## src/rtl/cla_seq_pkg.sv

```systemverilog
// Shared types and constants for the iterative carry-lookahead adder/subtractor.
// Holds the FSM state enum, op encoding and the default slice width.
package cla_seq_pkg;

    typedef enum logic [1:0] {
        IDLE = 2'd0,
        RUN  = 2'd1,
        DONE = 2'd2
    } state_t;

    localparam logic OP_ADD = 1'b0;
    localparam logic OP_SUB = 1'b1;

    localparam int CHUNK_DEF = 16;

endpackage

```

## src/rtl/cla_slice.sv

```systemverilog
// Combinational CHUNK-bit carry-lookahead slice.
// Ports: a, b, cin -> sum, cout, pg (group propagate), gg (group generate).
module cla_slice
#(
    parameter int CHUNK = 16
) (
    input  logic [CHUNK-1:0] a,
    input  logic [CHUNK-1:0] b,
    input  logic             cin,
    output logic [CHUNK-1:0] sum,
    output logic             cout,
    output logic             pg,
    output logic             gg
);

    logic [CHUNK-1:0] p;
    logic [CHUNK-1:0] g;
    logic [CHUNK:0]   c;
    logic             gacc;
    logic             pacc;

    assign p = a ^ b;
    assign g = a & b;

    // Each carry is formed from the prefix group terms
    // G[i:0] | P[i:0]&cin rather than from the previous carry.
    always_comb begin
        gacc = 1'b0;
        pacc = 1'b1;
        c    = '0;
        c[0] = cin;
        for (int i = 0; i < CHUNK; i++) begin
            gacc     = g[i] | (p[i] & gacc);
            pacc     = p[i] & pacc;
            c[i + 1] = gacc | (pacc & cin);
        end
    end

    assign sum  = p ^ c[CHUNK-1:0];
    assign cout = c[CHUNK];
    assign pg   = pacc;
    assign gg   = gacc;

endmodule

```

## src/rtl/cla_addsub_seq.sv

```systemverilog
// Iterative WIDTH-bit add/sub: one CHUNK slice per clock, carry held in a register.
// Ports: clk, rst (sync, active-high); in_valid/in_ready, a, b, op (0 add, 1 sub);
//   out_valid/out_ready, result, carry_out (sub: 1 = no borrow), overflow, zero.
// Macro CLA_SEQ_FLAGS_EN enables overflow/zero; otherwise both are tied to 0.
module cla_addsub_seq
    import cla_seq_pkg::*;
#(
    parameter int WIDTH = 64,
    parameter int CHUNK = CHUNK_DEF
) (
    input  logic             clk,
    input  logic             rst,
    input  logic             in_valid,
    output logic             in_ready,
    input  logic [WIDTH-1:0] a,
    input  logic [WIDTH-1:0] b,
    input  logic             op,
    output logic             out_valid,
    input  logic             out_ready,
    output logic [WIDTH-1:0] result,
    output logic             carry_out,
    output logic             overflow,
    output logic             zero
);

    localparam int NCHUNK = WIDTH / CHUNK;
    localparam int IW = (NCHUNK > 1) ? $clog2(NCHUNK) : 1;
    localparam logic [IW-1:0] LAST = IW'(NCHUNK - 1);

    state_t           state;
    logic [IW-1:0]    idx;
    logic [WIDTH-1:0] a_q;
    logic [WIDTH-1:0] b_q;
    logic             cy;

    logic [CHUNK-1:0] a_s;
    logic [CHUNK-1:0] b_s;
    logic [CHUNK-1:0] s_s;
    logic             c_s;
    logic             pg_unused;
    logic             gg_unused;

    assign in_ready = (state == IDLE);

    assign a_s = a_q[idx*CHUNK +: CHUNK];
    assign b_s = b_q[idx*CHUNK +: CHUNK];

    cla_slice #(
        .CHUNK (CHUNK)
    ) u_slice (
        .a    (a_s),
        .b    (b_s),
        .cin  (cy),
        .sum  (s_s),
        .cout (c_s),
        .pg   (pg_unused),
        .gg   (gg_unused)
    );

    always_ff @(posedge clk) begin
        if (rst) begin
            state     <= IDLE;
            idx       <= '0;
            a_q       <= '0;
            b_q       <= '0;
            cy        <= 1'b0;
            out_valid <= 1'b0;
            result    <= '0;
            carry_out <= 1'b0;
        end else begin
            unique case (state)
                IDLE: begin
                    if (in_valid) begin
                        a_q   <= a;
                        // Subtract is a + ~b + 1: invert b, seed carry with op.
                        b_q   <= (op == OP_SUB) ? ~b : b;
                        cy    <= op;
                        idx   <= '0;
                        state <= RUN;
                    end
                end
                RUN: begin
                    result[idx*CHUNK +: CHUNK] <= s_s;
                    cy  <= c_s;
                    idx <= idx + 1'b1;
                    if (idx == LAST) begin
                        state     <= DONE;
                        out_valid <= 1'b1;
                        carry_out <= c_s;
                    end
                end
                DONE: begin
                    if (out_ready) begin
                        out_valid <= 1'b0;
                        state     <= IDLE;
                    end
                end
                default: state <= IDLE;
            endcase
        end
    end

`ifdef CLA_SEQ_FLAGS_EN
    logic zacc;

    // zacc is the AND of the slice-zero terms written so far.
    always_ff @(posedge clk) begin
        if (rst) begin
            zacc     <= 1'b0;
            overflow <= 1'b0;
            zero     <= 1'b0;
        end else if (state == IDLE && in_valid) begin
            zacc <= 1'b1;
        end else if (state == RUN) begin
            zacc <= zacc & ~|s_s;
            if (idx == LAST) begin
                zero     <= zacc & ~|s_s;
                overflow <= (a_s[CHUNK-1] == b_s[CHUNK-1])
                         && (s_s[CHUNK-1] != a_s[CHUNK-1]);
            end
        end
    end
`else
    assign overflow = 1'b0;
    assign zero     = 1'b0;
`endif

endmodule

```

## config.mk

```make
export PLATFORM = sky130hd
export DESIGN_NAME = cla_addsub_seq
export DESIGN_NICKNAME = d
export VERILOG_FILES = /design/src/rtl/cla_seq_pkg.sv /design/src/rtl/cla_slice.sv /design/src/rtl/cla_addsub_seq.sv
export SDC_FILE = /design/constraint.sdc
export NUM_CORES = 1
export LEC_CHECK = 0
export ABC_AREA = 1
export BUFFER_PORTS_ARGS = -buffer_cell sky130_fd_sc_hd__clkbuf_2
export CORE_MARGIN = 5
export CORE_UTILIZATION = 57
export DETAILED_ROUTE_END_ITERATION = 7
export GPL_TIMING_DRIVEN = 0
export PLACE_DENSITY = 0.83
export SLEW_MARGIN = 20
export SYNTH_ARGS = -nofsm -noshare
export SYNTH_HDL_FRONTEND = slang
export SYNTH_SLANG_ARGS = --single-unit
```

## constraint.sdc

```tcl
create_clock -name clk -period 5.4 [get_ports clk]
set_input_delay 0.81 -clock clk [delete_from_list [all_inputs] [get_ports clk]]
set_output_delay 0.81 -clock clk [all_outputs]
set_load 0.05 [all_outputs]
```

==> results.md <==
* Final slew viol count at 0
* Switching part of the total at 32.7%
* Die Y at 137 um
* CTS tree: built
* Async S/R FF share, synth at 0%
* Final Skew at 0.00634 ns
* Unique masters post-synth at 34
* Routed Wire Length at 27.7 mm
* DRT iter0 DRCs at 1,141
* Clock latency at the later pin of the worst-skew pair at 0.44 ns
* Critical Path Stages at 22
* Final Non-Filler Cells at 1,672
* Required time worst endpoint at 5.77 ns
* Congestion Overflow GR at 0
* Minimum clock period at 4.02 ns
* Die W at 137 um
* Antenna-violating nets left at 0
* Crit-path cells: inv_1, clkbuf_1, buf_1, nor2_1, o22ai_1, ha_1, nand2_1, inv_1, nand2_1, nand2_1, o21bai_1, nand2_1, nand2_1, nand2_1, nand2_1, nand2_2, nand2_1, nand2_1, nand2_1, nor3_1, nand2_1, a21oi_1
* Crit Path Class: reg -> reg
* Area occupied by registers at 0.00398 mm2
* Syn Inst Count at 1,226
* Yosys reg bits at 199
* Starting density of the core at 58.1%
* Mapped Avg Cell Area at 7.50 um2
* Synth area leader: dfxtp_1
* First-pass GRT wire length at 43.0 mm
* Max_cap viols at 0
* Total Routing Usage GR at 29.5%
* # clock sinks at 199
* Largest net degree at the start of global routing at 17
* Yosys top cell area share at 43.3%
* Avg WL per Cell at 16.6 um
* Post-CTS Hold Buffers at 0
* Register share of total power at 44.5%
* Worst Hold Depth at 2
* Clock buffers created by TritonCTS at 17
* LEAKAGE at 4.63 nW
* Via Count at 9,226
* Clock root buffer: clkbuf_16
* CP peak stage delay at 0.46 ns
* Setup Viol. Count Final at 0
* Rel. slew slack at 51.6%
* Synth area leaders: dfxtp_1 43%, nor2_1 11%, o21ai_0 7.2%
* Port-buffer cells at 197
* Synth Cell Area at 0.00919 mm2
* Maximum fanout along the worst path at 10
* Most common cell in the netlist: nor2_1
* Core area at 0.0158 mm2
* Post-layout net count at 1,599
* DRC at 0
* RSZ-0062 raised after global routing: no
* First-pass detailed-route iteration total at 5
* Endpoint class of the critical path: flip-flop
* Row count at 46
* Hold Path Class: reg -> reg
* Synth warnings at 0
* CP bufs+invs at 4
* Multi-input gate area at 0.00468 mm2
* CP arrival at 4.39 ns
* Crit path launch type: flip-flop
* Vias in the first global route at 8,487
* Ys flop type: dfxtp_1
* Tightest Pin Transition at 0.726 ns
* Combinational share of power at 23.6%
* Most common cell on crit path: nand2_1
* Die area at 0.0188 mm2
* CTS resizes at 0
* Reg clk slew, reported paths at 0.07 ns
* Slowest CP cell: buf_1
* Post-synth EDFFs at 0
* Sequential-to-total area share from yosys stat at 43.3%
* Share of post-route cells with drive strength above 1 at 17.6%
* Cell Int Power at 0.00247 W
* Worst VDD drop at 0.254 mV
* Postcts setup bufs at 0
* # diodes at 0
* Fillers at 1,316
* Setup TNS at 0 ns
* Placed cell count at 1,640
* Top cell family by delay on the critical path: simple AND/OR/NAND/NOR gates
* Power per Cell Area at 334 mW/mm2
* Clk buf depth at 2
* Worst Reg2Reg Path Length in Cells at 22
* Outcome: completed
* Top Ports at 202
* DP HPWL at 21.6 mm
* Vias per inst at 5.52
* Antenna violations before repair at 0
* Fmax achieved at 0.249 GHz
* GP Congestion at 0.978
* Clk pwr share at 32.0%
* Area grow syn2layout at 19.5%
* Htree depth at 4
* Synth cell count leaders: 274 x nor2_1, 199 x dfxtp_1, 144 x nand2_1
* Final Hold Vio Count at 0
* Psw at 0.00120 W
* Final critical-path share of the clock period at 74.5%
-- cells by family after synthesis --
kind of cell / Yosys count / synth area share, %
AO/OA/AOI/OAI: 307 / 19.2
XOR/XNOR: 71 / 6.93
flip-flops: 199 / 43.3
buffers and inverters: 135 / 5.77
other: 1 / 0.0408
AND/OR/NAND/NOR: 490 / 21.6
adder cells (fa/ha/maj): 23 / 3.21
-- tightest hold or removal path: cells and delay by family (launching register included) --
kind	cells	cell delay, ns
and+or+nand+nor	1	0.06
AOI/OAI and AO/OA	1	0.05
DFF	1	0.31
-- area by class of cell --
class                      count  area share (%)
buffer                        92            3.36
timing repair buffer         197            8.97
clock buffer                  21            4.19
tap                          216            2.46
clock inverter                11           0.683
multi-input combinational    893            42.6
sequential                   199            36.3
inverter                      43            1.47
-- path summary, 6_finish.rpt --
path | start | to | slack, ns
hold / removal | result[24] | result[24] | 0.46
setup / recovery | idx[0] | result[23] | 1.38
setup reg to reg | idx[0] | result[23] | 1.38
hold reg to reg | result[24] | result[24] | 0.46
-- routing by layer --
layer  track usage (%)  wire, um
met1              39.2     11500
met2              47.7     12700
met3              4.74      2480
met4              12.5       991
met5                 0         0
-- layout by cell type, fill, tap and decap left out, types with 5 or more instances in the layout --
master | Yosys | routed
nor2_1 | 274 | 274
dfxtp_1 | 199 | 199
inv_1 | 42 | 42
buf_1 | 9 | 9
nand3_1 | 38 | 38
clkbuf_16 | 0 | 17
buf_4 | 5 | 5
xnor2_1 | 65 | 65
clkinv_2 | 0 | 5
a21oi_1 | 69 | 69
nand4_1 | 7 | 7
ha_1 | 22 | 22
nand2_2 | 5 | 5
o22ai_1 | 32 | 32
o21ai_0 | 133 | 133
clkbuf_2 | 0 | 197
nor3_1 | 10 | 10
a211oi_1 | 64 | 64
nand2_1 | 144 | 144
clkbuf_1 | 74 | 76
-- flip-flops by register name (all words and copies together), names as in the netlist --
| register | cells |
|---|---|
| idx | 2 |
| carry_out | 1 |
| a_q | 64 |
| out_valid | 1 |
| cy | 1 |
| result | 64 |
| b_q | 64 |
| state | 2 |
-- per-stage QoR --
| step | utilization [%] | instance area (um2) | power, W | setup slack (ns) | hold slack [ns] |
|---|---|---|---|---|---|
| after floorplan | - | 9200 | 0.00222 | 2.48 | 0.450 |
| after global placement | 66.0 | 10500 | 0.00249 | 1.53 | 0.452 |
| after detailed placement | 66.0 | 10500 | 0.00250 | 1.53 | 0.457 |
| after CTS | 69.4 | 11000 | 0.00365 | 1.47 | 0.467 |
| after global routing | 69.4 | 11000 | 0.00382 | 1.08 | 0.482 |
| final | 69.4 | 11000 | 0.00367 | 1.38 | 0.464 |
-- power groups by stage --
stage	clock network (W)	logic (W)	registers [W]
2_1_floorplan	0	0.000550	0.00167
3_3_place_gp	0	0.000827	0.00166
3_5_place_dp	0	0.000843	0.00166
4_1_cts	0.00117	0.000846	0.00163
5_1_grt	0.00123	0.000948	0.00164
6_report	0.00117	0.000864	0.00163
No activity file was read; power rests on OpenSTA's default activity.
